## src/rtl/ram_fill_pkg.sv

```systemverilog
// Shared types and default widths for the RAM fill arbiter slice.
package ram_fill_pkg;

  localparam int unsigned DEF_DATA_WIDTH = 16;
  localparam int unsigned DEF_ADDR_WIDTH = 12;

  typedef enum logic [1:0] {
    IDLE,
    FILL,
    DONE
  } fill_state_t;

endpackage

```

## src/rtl/ram_fill_arbiter_fill_counter.sv

```systemverilog
// Address / remaining-count / data registers for the fill engine.
// FILL_INCREMENT_EN: data advances by one after each granted write (address-stamp pattern).
module fill_counter
  import ram_fill_pkg::*;
#(
  parameter int unsigned DATA_WIDTH = DEF_DATA_WIDTH,
  parameter int unsigned ADDR_WIDTH = DEF_ADDR_WIDTH
) (
  input  logic                  clk,
  input  logic                  rst_n,
  input  logic                  load,
  input  logic                  advance,
  input  logic [ADDR_WIDTH-1:0] load_addr,
  input  logic [ADDR_WIDTH-1:0] load_len,
  input  logic [DATA_WIDTH-1:0] load_value,
  output logic [ADDR_WIDTH-1:0] cur_addr,
  output logic [DATA_WIDTH-1:0] cur_value,
  output logic [ADDR_WIDTH-1:0] remaining
);

  always_ff @(posedge clk or negedge rst_n) begin
    if (!rst_n) begin
      cur_addr  <= '0;
      cur_value <= '0;
      remaining <= '0;
    end else if (load) begin
      cur_addr  <= load_addr;
      cur_value <= load_value;
      remaining <= load_len;
    end else if (advance) begin
      // address wraps naturally at 2**ADDR_WIDTH
      cur_addr  <= cur_addr + 1'b1;
      remaining <= remaining - 1'b1;
`ifdef FILL_INCREMENT_EN
      cur_value <= cur_value + 1'b1;
`else
      cur_value <= cur_value;
`endif
    end
  end

endmodule

```

## src/rtl/ram_fill_arbiter.sv

```systemverilog
// RAM data-port arbiter: CPU has absolute priority, the fill engine uses idle cycles only.
// Optional macro FILL_INCREMENT_EN (see fill_counter) selects an incrementing fill pattern.
module ram_fill_arbiter
  import ram_fill_pkg::*;
#(
  parameter int unsigned DATA_WIDTH        = DEF_DATA_WIDTH,
  parameter int unsigned ADDR_WIDTH        = DEF_ADDR_WIDTH,
  parameter int unsigned RAM_SCREEN_OFFSET = 0,
  parameter int unsigned SCREEN_WORDS      = 24
) (
  input  logic                  cpu_clk,
  input  logic                  resetN,
  input  logic                  start,
  input  logic                  use_default,
  input  logic [ADDR_WIDTH-1:0] fill_base,
  input  logic [ADDR_WIDTH-1:0] fill_len,
  input  logic [DATA_WIDTH-1:0] fill_value,
  input  logic                  cpu_we,
  input  logic                  cpu_re,
  input  logic [ADDR_WIDTH-1:0] cpu_addr,
  input  logic [DATA_WIDTH-1:0] cpu_wdata,
  output logic                  ram_we,
  output logic [ADDR_WIDTH-1:0] ram_addr,
  output logic [DATA_WIDTH-1:0] ram_wdata,
  output logic                  busy,
  output logic                  done,
  output logic [ADDR_WIDTH-1:0] remaining
);

  localparam logic [ADDR_WIDTH-1:0] DEF_BASE = ADDR_WIDTH'(RAM_SCREEN_OFFSET);
  localparam logic [ADDR_WIDTH-1:0] DEF_LEN  = ADDR_WIDTH'(SCREEN_WORDS);

  fill_state_t           state;
  logic                  grant_fill;
  logic                  load;
  logic                  last;
  logic [ADDR_WIDTH-1:0] sel_base;
  logic [ADDR_WIDTH-1:0] sel_len;
  logic [ADDR_WIDTH-1:0] cur_addr;
  logic [DATA_WIDTH-1:0] cur_value;

  assign sel_base   = use_default ? DEF_BASE : fill_base;
  assign sel_len    = use_default ? DEF_LEN  : fill_len;
  assign load       = (state == IDLE) && start;
  assign grant_fill = (state == FILL) && !cpu_we && !cpu_re;
  assign last       = (remaining == ADDR_WIDTH'(1));

  fill_counter #(
    .DATA_WIDTH (DATA_WIDTH),
    .ADDR_WIDTH (ADDR_WIDTH)
  ) u_fill_counter (
    .clk        (cpu_clk),
    .rst_n      (resetN),
    .load       (load),
    .advance    (grant_fill),
    .load_addr  (sel_base),
    .load_len   (sel_len),
    .load_value (fill_value),
    .cur_addr   (cur_addr),
    .cur_value  (cur_value),
    .remaining  (remaining)
  );

  always_comb begin
    ram_we    = cpu_we;
    ram_addr  = cpu_addr;
    ram_wdata = cpu_wdata;
    if (grant_fill) begin
      ram_we    = 1'b1;
      ram_addr  = cur_addr;
      ram_wdata = cur_value;
    end
  end

  always_ff @(posedge cpu_clk or negedge resetN) begin
    if (!resetN) begin
      state <= IDLE;
      busy  <= 1'b0;
      done  <= 1'b0;
    end else begin
      case (state)
        IDLE: begin
          if (start) begin
            if (sel_len != '0) begin
              state <= FILL;
              busy  <= 1'b1;
            end else begin
              state <= DONE;
              done  <= 1'b1;
            end
          end
        end
        FILL: begin
          if (grant_fill && last) begin
            state <= DONE;
            busy  <= 1'b0;
            done  <= 1'b1;
          end
        end
        DONE: begin
          state <= IDLE;
          done  <= 1'b0;
        end
        default: begin
          state <= IDLE;
          busy  <= 1'b0;
          done  <= 1'b0;
        end
      endcase
    end
  end

endmodule
```

## config.mk

```make
export PLATFORM = sky130hd
export DESIGN_NAME = ram_fill_arbiter
export DESIGN_NICKNAME = d
export VERILOG_FILES = /design/src/rtl/ram_fill_pkg.sv /design/src/rtl/ram_fill_arbiter_fill_counter.sv /design/src/rtl/ram_fill_arbiter.sv
export SDC_FILE = /design/constraint.sdc
export NUM_CORES = 1
export LEC_CHECK = 0
export CORE_MARGIN = 3
export CORE_UTILIZATION = 42
export CTS_CLUSTER_DIAMETER = 200
export CTS_CLUSTER_SIZE = 8
export DETAILED_ROUTE_END_ITERATION = 12
export MAX_ROUTING_LAYER = met4
export PLACE_DENSITY = 0.92
export REMOVE_ABC_BUFFERS = 1
export SYNTH_ARGS = -nofsm -noshare
export SYNTH_HDL_FRONTEND = slang
export SYNTH_SLANG_ARGS = --single-unit
```

## constraint.sdc

```tcl
create_clock -name cpu_clk -period 2.35 [get_ports cpu_clk]
set_clock_uncertainty 0.05 [all_clocks]
set_input_delay 0.235 -clock cpu_clk [delete_from_list [all_inputs] [get_ports cpu_clk]]
set_output_delay 0.235 -clock cpu_clk [all_outputs]
set_load 0.02 [all_outputs]
```

==> results_dict.tcl <==
set metrics [dict create \
    grt_pass1_wl_mm 12.9 \
    layout-drive-gt1-share_pct 8.28 \
    h-tree-depth 2 \
    finalWeightedCongestion 0.863 \
    port_buffers 116 \
    relSlewSlack_pct 33.8 \
    viasPerCell 5.24 \
    slew_viol_final 0 \
    tritoncts "yes" \
    cp-start-kind "register" \
    grt_overflow 0 \
    reg2reg_from "state[1]$_DFFE_PN0P_" \
    antenna_found_initial 0 \
    yosys_warnings 0 \
    setup_viol 0 \
    nNetsFinal 535 \
    die_h_um 84.3 \
    syn_to_final_growth_pct 54.7 \
    grt_pass1_vias 2827 \
    fin_tns_setup_ps 0 \
    core.rowCount 27 \
    ant_nets 0 \
    root_buffer "clkbuf_8" \
    final_common_cell "nand2_1" \
    post-route-min-period_ps 2240 \
    rr_endpoint "u_fill_counter.cur_addr[7]$_DFFE_PN0P_" \
    place_inst 523 \
    clk_latency_ps 290 \
    yosysSeqAreaShare_pct 42.7 \
    grt.total_usage_pct 22.6 \
    postCtsHoldBufs 0 \
    p_leak_nw 1.83 \
    drt_drc_violations_left 0 \
    crit_path_end_kind "output port" \
    core_area_um2 5710 \
    tightest_slew_ps 994 \
    num_io_pins 117 \
    ir_drop_v 0.000496 \
    die-area_um2 7110 \
    diodes 0 \
    total_power_mw 3.59 \
    critPathMaxFanout 15 \
    status "complete, no violations" \
    final_cell_mix "nand2_1 (140), clkdlybuf4s50_1 (87), dfrtp_1 (44), dlygate4sd2_1 (28), buf_4 (19)" \
    p_per_area_nw_per_um2 902 \
    initial_utilization_pct 45.1 \
    rr_worst_depth 6 \
    drv_cap 0 \
    drt_wl_total_mm 7.70 \
    post-route-period-util_pct 95.2 \
    synth.distinct_cells 31 \
    final_cells 531 \
    utilization_pct 69.8 \
    die_w_um 84.3 \
    rsz0062_at_grt "false" \
    cp.required_ps 2070 \
    hold_class "input pin to asynchronous set/reset pin" \
    rrSetupSlack_ps 250 \
    ys_ff_latch 44 \
    dp_hpwl_mm 5.89 \
    syn-cell-area_um2 2580 \
    clkTransAtPathRegs_ps 80 \
    layout_setup_ws_ps 113 \
    cts.sinks 44 \
    max_freq_ghz 0.447 \
    drt_pass1_iterations 4 \
    fin_hold_ws_ps 55.0 \
    cp.arrival_ps 1950 \
    grt_start_max_net_pins 45 \
    drtIter0Drc 111 \
    nFillCells 472 \
    design_area_um2 3990 \
    preCtsSetupSlack_ps -104 \
    cts_buffer_depth 2 \
    path_class "register to output port" \
    hold_viol 0 \
    synthCells 333 \
    avgSynthCellArea_um2 7.74 \
    dpl_cell_area_um2 3910 \
    numCtsBuffers 5 \
    via_count 2784 \
    wire_per_inst_um 14.5 \
]
-- power breakdown --
| part | switching [mW] | internal, mW |
|---|---|---|
| Clock | 0.253 | 0.316 |
| Sequential | 0.327 | 1.09 |
| Combinational | 0.849 | 0.760 |
| Total | 1.43 | 2.17 |
-- cells by family after synthesis --
group,count (synthesis),share of synthesized area [%]
AND/OR/NAND/NOR,200,36.1
buffers and inverters,25,4.32
adder cells (fa/ha/maj),3,1.46
XOR/XNOR,20,6.80
AO/OA/AOI/OAI,41,8.55
flip-flops,44,42.7
-- critical path: stages (launching register included) --
cell and delay, ps:
dfrtp_1 410, or4b_4 600, buf_4 220, nand2_1 80
nand2_1 50, dlygate4sd2_1 310
-- routing by layer --
metal | vias to the layer above | GRT usage, % | share of wire, %
met5 | - | - | 0
met4 | 0 | 6.14 | 1.3
met3 | 10 | 5.00 | 7.2
met2 | 128 | 38.5 | 51
met1 | 1285 | 27.0 | 41
li1 | 1361 | - | -
-- what timing repair did --
item                       4_1_cts  5_1_grt
gates resized for setup         30        0
setup buffers                    0        0
setup endpoints to repair       28        0
-- registers in the layout (all words and copies together) (netlist names) --
| name | count |
|---|---|
| u_fill_counter.cur_addr | 12 |
| state | 2 |
| u_fill_counter.remaining | 12 |
| busy | 1 |
| u_fill_counter.cur_value | 16 |
| done | 1 |
-- worst max path at each step --
stage	startpoint	to	slack, ps	cells past startpoint
3_5_place_dp	cpu_we	ram_wdata[2]	-100	7
5_1_grt	state[1]$_DFFE_PN0P_	ram_wdata[3]	20	6
3_3_place_gp	cpu_we	ram_addr[1]	-90	7
6_report	state[1]$_DFFE_PN0P_	ram_addr[9]	110	5
2_1_floorplan	state[1]$_DFFE_PN0P_	u_fill_counter.remaining[0]$_DFFE_PN0P_	-960	4
4_1_cts	state[1]$_DFFE_PN0P_	ram_addr[9]	100	5
-- layout make-up --
| type | instances | area, um2 | area share (%) |
|---|---|---|---|
| tap | 72 | 90.1 | 2.26 |
| inverter | 6 | 22.5 | 0.565 |
| clock inverter | 2 | 35.0 | 0.879 |
| clock buffer | 6 | 72.6 | 1.82 |
| multi-input combinational | 264 | 1380 | 34.6 |
| sequential | 44 | 1100 | 27.6 |
| timing repair buffer | 137 | 1290 | 32.3 |
-- synth_stat cells --
master,n,share of area (%)
a211oi_1,1,0.29
a21oi_1,15,2.9
a22oi_1,2,0.58
a31oi_1,3,0.73
buf_2,2,0.39
buf_6,2,0.87
clkbuf_1,15,2.2
dfrtp_1,44,43
ha_1,3,1.5
inv_1,6,0.87
nand2_1,140,20
nand3_1,16,3.1
nand3b_1,3,0.87
nand4_1,8,1.9
nand4b_1,2,0.68
nor2_1,7,1.0
nor3_1,5,0.97
nor3b_1,2,0.58
nor4_1,7,1.7
nor4_4,2,1.7
nor4b_1,1,0.34
nor4b_2,2,1.2
o21ai_0,17,3.3
o21ai_1,2,0.39
o221ai_1,1,0.34
or2_2,1,0.24
or3_1,1,0.24
or3b_2,2,0.68
or4b_4,1,0.53
xnor2_1,9,3.1
xor2_1,11,3.7
No activity file was read; power rests on OpenSTA's default activity.
